## config.mk

```make
export PLATFORM = sky130hd
export DESIGN_NAME = velocity_write_arbiter
export DESIGN_NICKNAME = d
export VERILOG_FILES = /design/src/rtl/velocity_arb_pkg.sv /design/src/rtl/vel_req_fifo.sv /design/src/rtl/velocity_write_arbiter.sv
export SDC_FILE = /design/constraint.sdc
export NUM_CORES = 1
export LEC_CHECK = 0
export CAP_MARGIN = 20
export CORE_AREA = 3 3 141 143
export CTS_CLUSTER_SIZE = 20
export DETAILED_ROUTE_END_ITERATION = 10
export DIE_AREA = 0 0 144 146
export GPL_TIMING_DRIVEN = 0
export MAX_ROUTING_LAYER = met4
export PLACE_DENSITY_LB_ADDON = 0.3
export SLEW_MARGIN = 40
export SYNTH_ARGS = -nofsm -noshare
export SYNTH_HDL_FRONTEND = slang
export SYNTH_SLANG_ARGS = --single-unit
```

## constraint.sdc

```tcl
create_clock -name clk -period 5.78 [get_ports clk]
set_input_delay 0.578 -clock clk [delete_from_list [all_inputs] [get_ports clk]]
set_output_delay 0.578 -clock clk [all_outputs]
set_load 0.01 [all_outputs]
```

## src/rtl/velocity_arb_pkg.sv

```systemverilog
// Shared types, limits and saturation helpers for the ball-velocity write arbiter.
package velocity_arb_pkg;

    localparam int VEL_W         = 11;
    localparam int DEF_BALL_ID_W = 4;
    localparam int MAX_SPEED     = 511;

    typedef logic signed [VEL_W-1:0] velocity_t;

    typedef struct packed {
        logic [DEF_BALL_ID_W-1:0] ballId;
        velocity_t                vx;
        velocity_t                vy;
    } vel_req_t;

    typedef enum logic {
        SRC_LINE = 1'b0,
        SRC_HIT  = 1'b1
    } vel_src_t;

    localparam velocity_t VEL_MAX = velocity_t'(MAX_SPEED);
    localparam velocity_t VEL_MIN = velocity_t'(-MAX_SPEED);

    function automatic logic vel_out_of_range(input velocity_t v);
        return (v > VEL_MAX) || (v < VEL_MIN);
    endfunction

    // -1024 has no positive counterpart, so it lands on VEL_MIN like any other low value.
    function automatic velocity_t clamp_vel(input velocity_t v);
        velocity_t r;
        if (v > VEL_MAX) begin
            r = VEL_MAX;
        end else if (v < VEL_MIN) begin
            r = VEL_MIN;
        end else begin
            r = v;
        end
        return r;
    endfunction

endpackage

```

## src/rtl/vel_req_fifo.sv

```systemverilog
// Synchronous request FIFO with registered full flag; one instance per velocity source.
module vel_req_fifo
    import velocity_arb_pkg::*;
#(
    parameter int DEPTH = 4,
    parameter int WIDTH = $bits(vel_req_t)
) (
    input  logic             clk,
    input  logic             resetN,
    input  logic             push_i,
    input  logic [WIDTH-1:0] push_data_i,
    input  logic             pop_i,
    output logic [WIDTH-1:0] pop_data_o,
    output logic             full_o,
    output logic             empty_o
);

    localparam int               PTR_W    = $clog2(DEPTH);
    localparam int               CNT_W    = PTR_W + 1;
    localparam logic [PTR_W-1:0] PTR_ONE  = PTR_W'(1);
    localparam logic [CNT_W-1:0] CNT_ONE  = CNT_W'(1);
    localparam logic [CNT_W-1:0] CNT_FULL = CNT_W'(DEPTH);
    localparam logic [CNT_W-1:0] CNT_ZERO = CNT_W'(0);

    logic [WIDTH-1:0] mem_q [DEPTH];
    logic [PTR_W-1:0] wr_ptr_q, wr_ptr_d;
    logic [PTR_W-1:0] rd_ptr_q, rd_ptr_d;
    logic [CNT_W-1:0] count_q, count_d;
    logic             full_q, full_d;
    logic             do_push_s, do_pop_s;

    assign do_push_s  = push_i && !full_q;
    assign do_pop_s   = pop_i && (count_q != CNT_ZERO);
    assign pop_data_o = mem_q[rd_ptr_q];
    assign full_o     = full_q;
    assign empty_o    = (count_q == CNT_ZERO);

    // Pointer and occupancy next-state; pointers wrap because DEPTH is a power of two.
    always_comb begin
        wr_ptr_d = wr_ptr_q;
        rd_ptr_d = rd_ptr_q;
        count_d  = count_q;
        if (do_push_s) begin
            wr_ptr_d = wr_ptr_q + PTR_ONE;
        end else begin
            wr_ptr_d = wr_ptr_q;
        end
        if (do_pop_s) begin
            rd_ptr_d = rd_ptr_q + PTR_ONE;
        end else begin
            rd_ptr_d = rd_ptr_q;
        end
        case ({do_push_s, do_pop_s})
            2'b10:   count_d = count_q + CNT_ONE;
            2'b01:   count_d = count_q - CNT_ONE;
            default: count_d = count_q;
        endcase
        full_d = (count_d == CNT_FULL);
    end

    // Pointer, occupancy and full-flag registers.
    always_ff @(posedge clk or negedge resetN) begin
        if (!resetN) begin
            wr_ptr_q <= {PTR_W{1'b0}};
            rd_ptr_q <= {PTR_W{1'b0}};
            count_q  <= CNT_ZERO;
            full_q   <= 1'b0;
        end else begin
            wr_ptr_q <= wr_ptr_d;
            rd_ptr_q <= rd_ptr_d;
            count_q  <= count_d;
            full_q   <= full_d;
        end
    end

    // Entry storage.
    always_ff @(posedge clk or negedge resetN) begin
        if (!resetN) begin
            for (int i = 0; i < DEPTH; i++) begin
                mem_q[i] <= {WIDTH{1'b0}};
            end
        end else if (do_push_s) begin
            mem_q[wr_ptr_q] <= push_data_i;
        end
    end

endmodule

```

## src/rtl/velocity_write_arbiter.sv

```systemverilog
// Arbitrates line (shot) and hit (collision) velocity writes onto one register write port.
// Optional clamping to +/-MAX_SPEED is enabled by defining VELOCITY_ARB_SATURATE_EN.
module velocity_write_arbiter
    import velocity_arb_pkg::*;
#(
    parameter int BALL_ID_W    = 4,
    parameter int FIFO_DEPTH   = 4,
    parameter int STARVE_LIMIT = 3
) (
    input  logic                 clk,
    input  logic                 resetN,
    input  logic                 lineValid,
    output logic                 lineReady,
    input  logic [BALL_ID_W-1:0] lineBallId,
    input  logic signed [10:0]   lineVelocityX,
    input  logic signed [10:0]   lineVelocityY,
    input  logic                 hitValid,
    output logic                 hitReady,
    input  logic [BALL_ID_W-1:0] hitBallId,
    input  logic signed [10:0]   hitVelocityX,
    input  logic signed [10:0]   hitVelocityY,
    input  logic                 updateLock,
    output logic                 writeEnable,
    output logic [BALL_ID_W-1:0] writeBallId,
    output logic signed [10:0]   outVelocityX,
    output logic signed [10:0]   outVelocityY,
    output logic                 writeSrcHit,
    output logic                 writeSat
);

    // Same layout as vel_req_t, but the ball index follows this instance's BALL_ID_W.
    typedef struct packed {
        logic [BALL_ID_W-1:0] ballId;
        velocity_t            vx;
        velocity_t            vy;
    } req_t;

    localparam int              REQ_W      = $bits(req_t);
    localparam int              SC_W       = $clog2(STARVE_LIMIT + 1);
    localparam logic [SC_W-1:0] STARVE_MAX = SC_W'(STARVE_LIMIT);
    localparam logic [SC_W-1:0] SC_ONE     = SC_W'(1);
    localparam logic [SC_W-1:0] SC_ZERO    = SC_W'(0);

    req_t             line_wr_s, hit_wr_s;
    req_t             line_rd_s, hit_rd_s, sel_req_s;
    logic [REQ_W-1:0] line_rd_vec_s, hit_rd_vec_s;
    logic             line_full_s, line_empty_s, line_push_s;
    logic             hit_full_s, hit_empty_s, hit_push_s;
    logic             pop_line_s, pop_hit_s, pop_any_s;
    vel_src_t         grant_src_s;
    velocity_t        sel_vx_s, sel_vy_s;
    logic             sel_sat_s;
    logic [SC_W-1:0]  starve_q, starve_d;

    logic                 write_en_q;
    logic [BALL_ID_W-1:0] ball_id_q;
    velocity_t            vel_x_q, vel_y_q;
    logic                 src_hit_q;
    logic                 sat_q;

    assign line_wr_s   = '{ballId: lineBallId, vx: lineVelocityX, vy: lineVelocityY};
    assign hit_wr_s    = '{ballId: hitBallId, vx: hitVelocityX, vy: hitVelocityY};
    assign line_push_s = lineValid && !line_full_s;
    assign hit_push_s  = hitValid && !hit_full_s;
    assign lineReady   = !line_full_s;
    assign hitReady    = !hit_full_s;
    assign line_rd_s   = line_rd_vec_s;
    assign hit_rd_s    = hit_rd_vec_s;
    assign pop_any_s   = pop_line_s || pop_hit_s;

    vel_req_fifo #(
        .DEPTH (FIFO_DEPTH),
        .WIDTH (REQ_W)
    ) u_line_fifo (
        .clk         (clk),
        .resetN      (resetN),
        .push_i      (line_push_s),
        .push_data_i (line_wr_s),
        .pop_i       (pop_line_s),
        .pop_data_o  (line_rd_vec_s),
        .full_o      (line_full_s),
        .empty_o     (line_empty_s)
    );

    vel_req_fifo #(
        .DEPTH (FIFO_DEPTH),
        .WIDTH (REQ_W)
    ) u_hit_fifo (
        .clk         (clk),
        .resetN      (resetN),
        .push_i      (hit_push_s),
        .push_data_i (hit_wr_s),
        .pop_i       (pop_hit_s),
        .pop_data_o  (hit_rd_vec_s),
        .full_o      (hit_full_s),
        .empty_o     (hit_empty_s)
    );

    // Grant: line has priority unless hit has waited STARVE_LIMIT line grants.
    always_comb begin
        pop_line_s  = 1'b0;
        pop_hit_s   = 1'b0;
        grant_src_s = SRC_LINE;
        if (updateLock || (line_empty_s && hit_empty_s)) begin
            pop_line_s = 1'b0;
            pop_hit_s  = 1'b0;
        end else if (!line_empty_s && !(!hit_empty_s && (starve_q == STARVE_MAX))) begin
            pop_line_s = 1'b1;
        end else begin
            pop_hit_s   = 1'b1;
            grant_src_s = SRC_HIT;
        end
    end

    // Starvation counter: counts line grants taken over a waiting hit request.
    always_comb begin
        starve_d = starve_q;
        if (hit_empty_s || pop_hit_s) begin
            starve_d = SC_ZERO;
        end else if (pop_line_s && (starve_q != STARVE_MAX)) begin
            starve_d = starve_q + SC_ONE;
        end else begin
            starve_d = starve_q;
        end
    end

    // Data of the granted source.
    always_comb begin
        sel_req_s = line_rd_s;
        if (grant_src_s == SRC_HIT) begin
            sel_req_s = hit_rd_s;
        end else begin
            sel_req_s = line_rd_s;
        end
    end

`ifdef VELOCITY_ARB_SATURATE_EN
    assign sel_vx_s  = clamp_vel(sel_req_s.vx);
    assign sel_vy_s  = clamp_vel(sel_req_s.vy);
    assign sel_sat_s = vel_out_of_range(sel_req_s.vx) || vel_out_of_range(sel_req_s.vy);
`else
    assign sel_vx_s  = sel_req_s.vx;
    assign sel_vy_s  = sel_req_s.vy;
    assign sel_sat_s = 1'b0;
`endif

    // Output registers load on a pop and hold until the next one; strobe lasts one cycle.
    always_ff @(posedge clk or negedge resetN) begin
        if (!resetN) begin
            starve_q   <= SC_ZERO;
            write_en_q <= 1'b0;
            ball_id_q  <= {BALL_ID_W{1'b0}};
            vel_x_q    <= 11'sd0;
            vel_y_q    <= 11'sd0;
            src_hit_q  <= 1'b0;
            sat_q      <= 1'b0;
        end else begin
            starve_q   <= starve_d;
            write_en_q <= pop_any_s;
            if (pop_any_s) begin
                ball_id_q <= sel_req_s.ballId;
                vel_x_q   <= sel_vx_s;
                vel_y_q   <= sel_vy_s;
                src_hit_q <= (grant_src_s == SRC_HIT);
                sat_q     <= sel_sat_s;
            end
        end
    end

    assign writeEnable  = write_en_q;
    assign writeBallId  = ball_id_q;
    assign outVelocityX = vel_x_q;
    assign outVelocityY = vel_y_q;
    assign writeSrcHit  = src_hit_q;
    assign writeSat     = sat_q;

endmodule

```

Yosys cells after proc, flatten, opt, wreduce, memory -nomap -nowiden. Index checks and enable logic that the tools add are counted.

Register bits: 254. Bits of input ports: 57. Logic and storage cells: 95. Output and inout port bits: 31.

Add/sub/neg operators: 9. Muxes and demuxes: 21. Order comparisons: 6. Bitwise operators: 4. Reductions and logical operators: 25. Eq/ne operators: 8.

Operators by type and width (number): 104-bit bitwise mux (2); 26-bit two-way mux (7); 26-bit binary-select mux with 2-bit select (2); 26-bit demux with 2-bit select (2); 3-bit >= comparator, second input constant (4); 1-bit logical AND (12); 2-bit NOT with 3-bit output (4); 3-bit case mux with 2 select lines (2); 2-bit by 1-bit adder with 2-bit output, second input constant (5); 3-bit by 1-bit adder with 3-bit output, second input constant (2); 2-bit equality test, second input constant (3); 3-bit equality test, second input constant (2); 3-bit zero test (2); 3-bit by 1-bit less-than comparator with 1-bit output, second input constant (2); 3-bit nonzero test (2); 3-bit by 1-bit subtractor with 3-bit output, second input constant (2); 1-bit zero test (5); 2-bit by 1-bit equality test with 1-bit output, second input constant (2); 1-bit two-way mux (4); 2-bit two-way mux (2); 1-bit logical OR (3); 2-bit != test, second input constant (1); 2-bit nonzero test (1).

Depth between registers and ports, before layout.
Depth in word-level cells: 11. Depth in mapped cells: 10. Gate-level depth less buffers: 9.

Cells and area by module. From an unflattened synthesis, not the netlist that was laid out.

Cell total of the unflattened synthesis: 741. Area total of the unflattened synthesis: 12338.1 um^2.

By module, submodules not included: vel_req_fifo (cells each 289, area each 5408.9 um^2, seq. area each 2802.7 um^2, instances 2); velocity_write_arbiter (cells each 163, area each 1520.2 um^2, seq. area each 750.7 um^2, instances 1).

Worst setup path before layout. No wires, ideal clock.

Kind: register to register. From: register u_hit_fifo.count_q[0]. To: register u_line_fifo.full_q, in the netlist u_line_fifo.full_o. Arrival: 2562 ps. Library setup time: 94 ps. Required time: 5686 ps. Clock period less this slack: 2656 ps. Path slack: 3124 ps. Buffers on the path: 1. Stages on the path, launching flop included: 10. Path through: dfrtp_1 o31ai_2 clkbuf_1 and3_1 ha_1 inv_1 fa_1 xor2_1 or3_1 a211oi_1.

Cells in the longest elaborated chain, start to end: 11. Elaborated cells between the ends (all ways): 14. Those cells by class: 3 x eq/ne; 3 x mux; 8 x reduce/logical.

Ends and longest elaborated chain: start, declared (RTL line vel_req_fifo.sv:28) `logic [CNT_W-1:0] count_q, count_d;`; start signal, assigned (RTL line vel_req_fifo.sv:71) `count_q <= count_d;`; 3-bit zero test * (RTL line vel_req_fifo.sv:36) `assign empty_o = (count_q == CNT_ZERO);`; 1-bit zero test (RTL line velocity_write_arbiter.sv:107) `end else if (!line_empty_s && !(!hit_empty_s && (starve_q == STARVE_MAX))) begin`; 1-bit logical AND (RTL line velocity_write_arbiter.sv:107); 1-bit zero test (RTL line velocity_write_arbiter.sv:107); 1-bit logical AND (RTL line velocity_write_arbiter.sv:107); 1-bit two-way mux (RTL line velocity_write_arbiter.sv:107); 1-bit two-way mux * (RTL line velocity_write_arbiter.sv:104) `if (updateLock || (line_empty_s && hit_empty_s)) begin`; 1-bit logical AND * (RTL line vel_req_fifo.sv:33) `assign do_pop_s = pop_i && (count_q != CNT_ZERO);`; named net u_line_fifo.do_pop_s (RTL line vel_req_fifo.sv:30) `logic do_push_s, do_pop_s;`; 2-bit by 1-bit equality test with 1-bit output or 2-bit equality test (tied branches) (RTL line vel_req_fifo.sv:53) `case ({do_push_s, do_pop_s})`; 3-bit case mux with 2 select lines * (RTL line vel_req_fifo.sv:53); 3-bit equality test * (RTL line vel_req_fifo.sv:58) `full_d = (count_d == CNT_FULL);`; named net u_line_fifo.full_d (RTL line vel_req_fifo.sv:29) `logic full_q, full_d;`; end signal, assigned (RTL line vel_req_fifo.sv:72) `full_q <= full_d;`; end, declared (RTL line vel_req_fifo.sv:29).

The timed path passes the listed nets; every way through them passes the cells marked *. A chain may end at the register's enable or synchronous reset.

Worst setup path in the final report. Same ends and word-level chain as after synthesis.

==> metrics.md <==
| Metric | Value |
|---|---|
| Status | finished clean |
| Compound-Gate Fraction of Synth Area | 3.218% |
| Final period utilization | 56.76% |
| Nets | 878 |
| Syn Area/Cell | 16.23 um2 |
| CP endpoint kind | flop |
| Largest net degree at the start of global routing | 84 |
| Max VDD drop | 0.3911 mV |
| Sw frac | 30.78% |
| Pins Over Slew Limit | 0 |
| Clock Sinks | 254 |
| Worst endpoint required time | 6.18 ns |
| Final instance area | 13,240 um2 |
| Final std cells w/o fill | 1,058 |
| Maximum clock insertion buffer count | 3 |
| Die Area | 21,020 um2 |
| Post-DR wirelength/cell | 23.08 um |
| R2R setup slack | 2.50 ns |
| Initial core utilization | 59.86% |
| Slowest stage cell, crit path | o31ai_2 |
| Drt drc | 0 |
| Setup violators final | 0 |
| Gpl congestion | 0.8160 |
| Synth Area in Adders | 1.587% |
| Critical path cell sequence | o31ai_2, clkbuf_1, and3_1, ha_1, inv_1, fa_1, xor2_1, or3_1, a211oi_1 |
| First-pass GRT wire length | 38,840 um |
| Minimum clock period | 3.281 ns |
| Initial antenna violation count | 2 |
| Die height | 146 um |
| TritonCTS buffer count | 26 |
| ANT nets after route | 0 |
| Clock Latency Late Sink | 0.52 ns |
| Fraction of layout cells with a size suffix above 1 | 40.63% |
| Prevailing post-synth register cell | dfrtp_1 |
| Ys Warns | 0 |
| Total setup buffers inserted after CTS | 0 |
| Largest stage delay on the critical path | 0.56 ns |
| TritonCTS clock tree | built |
| Post-synth EDFFs | 0 |
| Relative slew margins | 50.47% |
| Static Leak | 5.656 nW |
| # rows | 50 |
| Hold Path Class | input port to async pin |
| Synth cell types | 34 |
| Crit Path Max Fanout | 10 |
| Resized Gates After CTS | 0 |
| Post-CTS Hold Fix Bufs | 1 |
| Clk pwr share | 19.9% |
| Critical Path Source Type | flop |
| Final WL | 24,420 um |
| Reg clk slew, reported paths | 0.06 ns |
| Endpoints failing hold | 0 |
| Commonest non-fill, non-tap cell in the layout | dfrtp_1 |
| Post-Synth Simple-Gate Area | 3.285% |
| Commonest cells after routing, fill and taps aside | dfrtp_1 (254), mux2_2 (209), clkdlybuf4s50_1 (85) |
| IO Port Bufs | 86 |
| Area delta synth->final | 18.20% |
| Unrepaired setup endpoints after global routing | no |
| Comb power frac | 39.6% |
| Synth Instances | 690 |
| Crit Path Category | flop to flop |
| Grt ovf | 0 |
| Post-synthesis sequential area ratio | 56.77% |
| Mux cell area share after synthesis | 31.75% |
| Post-synth ARST share | 100.0% |
| DRT Pass-1 Iters | 4 |
| DR iter-0 viols | 430 |
| P_int | 5.402 mW |
| Fmax | 304.8 MHz |
| Placed inst area | 12,440 um2 |
| Max Cap Viol | 0 |
| Synth Net Count | 760 |
| Arrival @ worst endpoint | 3.69 ns |
| Total track usage | 24.42% |
| Number of global-route vias before repair | 7,130 |
| Least-Margin Pin Slew | 0.7429 ns |
| Worst R2R Path Depth | 9 |
| Skew final | 0.009041 ns |
| Seq cells post-synth | 254 |
| Largest family of logic cells by synthesized area | multiplexers |
| Core area | 18,710 um2 |
| Htree depth | 1 |
| I/O pin total | 88 |
| Via density per instance | 6.182 |
| Switching power | 2.402 mW |
| RR Endpoint | u_line_fifo.full_o |
| Routed via count | 6,541 |
| PD cells | 589.6 nW/um2 |
| CTS root buf | clkbuf_16 |
| Placed cell count | 1,013 |
| Critical R2R Launch | u_hit_fifo.count_q[0] |
| Die Wd | 144 um |
| Cell Area, Synth | 11,200 um2 |
| Post-DP HPWL | 17,010 um |
| Post-Synth XOR/XNOR Area | 0.7822% |
| Sequential Power Share | 40.5% |
## cells by family (layout without fill, tap and decap cells)
kind of cell | after synthesis | count (layout)
multiplexers | 261 | 261
flip-flops | 254 | 254
buffers and inverters | 58 | 190
AND/OR/NAND/NOR | 53 | 53
AO/OA/AOI/OAI | 40 | 40
adder cells (fa/ha/maj) | 13 | 13
XOR/XNOR | 10 | 10
other | 1 | 3
## worst max-delay path: cells and delay by family, from the launching register on
kind	cells	cell delay [ns]
AND/OR/NAND/NOR	2	0.62
buffers and inverters	2	0.46
flip-flops	1	0.46
AO/OA/AOI/OAI	2	0.88
adder cells (fa/ha/maj)	2	0.58
XOR/XNOR	1	0.16
## state kept, by name, summed over array words and instances, names as in the netlist
signal,count
u_hit_fifo.mem_q,104
u_line_fifo.mem_q,104
outVelocityX,11
outVelocityY,11
writeBallId,4
u_hit_fifo.count_q,3
u_line_fifo.count_q,3
starve_q,2
u_hit_fifo.rd_ptr_q,2
u_hit_fifo.wr_ptr_q,2
u_line_fifo.rd_ptr_q,2
u_line_fifo.wr_ptr_q,2
u_hit_fifo.full_o,1
u_line_fifo.full_o,1
writeEnable,1
writeSrcHit,1
## power groups by stage
stage	clock network (mW)	registers, mW	logic (mW)
floorplan	0	3.05	2.21
global placement	0	3.09	2.95
detailed placement	0	3.18	3.10
CTS	1.58	3.15	3.12
global route	1.65	3.25	3.32
finish	1.55	3.16	3.09
## cell type report
cell class                      count  area, um2
Inverter                           14      52.55
Fill cell                        1142       5470
Multi-Input combinational cell    378       4552
Timing Repair Buffer               90      958.4
Clock inverter                      6      32.53
Antenna cell                        2      5.005
Tap cell                          234      292.8
Sequential cell                   254       6356
Clock buffer                       36      749.5
Buffer                             44      236.5
## synth_stat cells (2+ instances only)
cell type	instances	share of area, %
nand2_1	15	0.50
a211oi_1	2	0.13
nor2b_1	2	0.11
and4_4	2	0.20
dfrtp_1	254	57
mux4_1	8	1.9
buf_6	3	0.30
and4_1	24	1.9
o21ai_0	5	0.22
xor2_1	3	0.23
buf_4	4	0.27
buf_2	26	1.2
clkbuf_1	10	0.34
nand4_1	2	0.11
xnor2_1	7	0.55
or3_1	3	0.17
nor3_1	2	0.089
inv_1	14	0.47
mux2_2	209	21
fa_1	2	0.36
mux4_2	44	8.9
ha_1	11	1.2
a21oi_1	2	0.089
a221o_1	26	2.3
## worst max path at each step
stage          slack [ns]  cells past startpoint                    end                   from
3_3_place_gp        -5.52                      1  u_line_fifo.mem_q[19]                 resetN
3_5_place_dp         2.31                     10     u_line_fifo.full_o             updateLock
4_1_cts              2.49                      9     u_line_fifo.full_o  u_hit_fifo.count_q[0]
6_report             2.50                      9     u_line_fifo.full_o  u_hit_fifo.count_q[0]
5_1_grt              2.27                      9     u_line_fifo.full_o  u_hit_fifo.count_q[0]
2_1_floorplan        3.12                      9     u_line_fifo.full_o  u_hit_fifo.count_q[0]
## through the flow
stage	hold slack, ns	TNS, ns	util [%]	setup WS [ns]	power (mW)
CTS	0.4731	0	70.73	2.490	7.857
global placement	0.4654	-1399.24	66.03	-5.524	6.040
detailed placement	0.4200	0	66.50	2.307	6.282
floorplan	0.2824	0	-	3.124	5.260
finish	0.4793	0	70.76	2.499	7.803
global route	0.4935	0	70.76	2.270	8.221
## per-layer routing
| metal | vias up | track usage, % | part of all wire (%) |
|---|---|---|---|
| met3 | 51 | 4.995 | 5.1 |
| met1 | 3463 | 31.61 | 41 |
| met4 | 0 | 6.262 | 2.5 |
| met5 | - | - | 0 |
| met2 | 163 | 39.83 | 51 |
| li1 | 2864 | - | - |
Note: power is estimated with default switching activity, not from simulation.
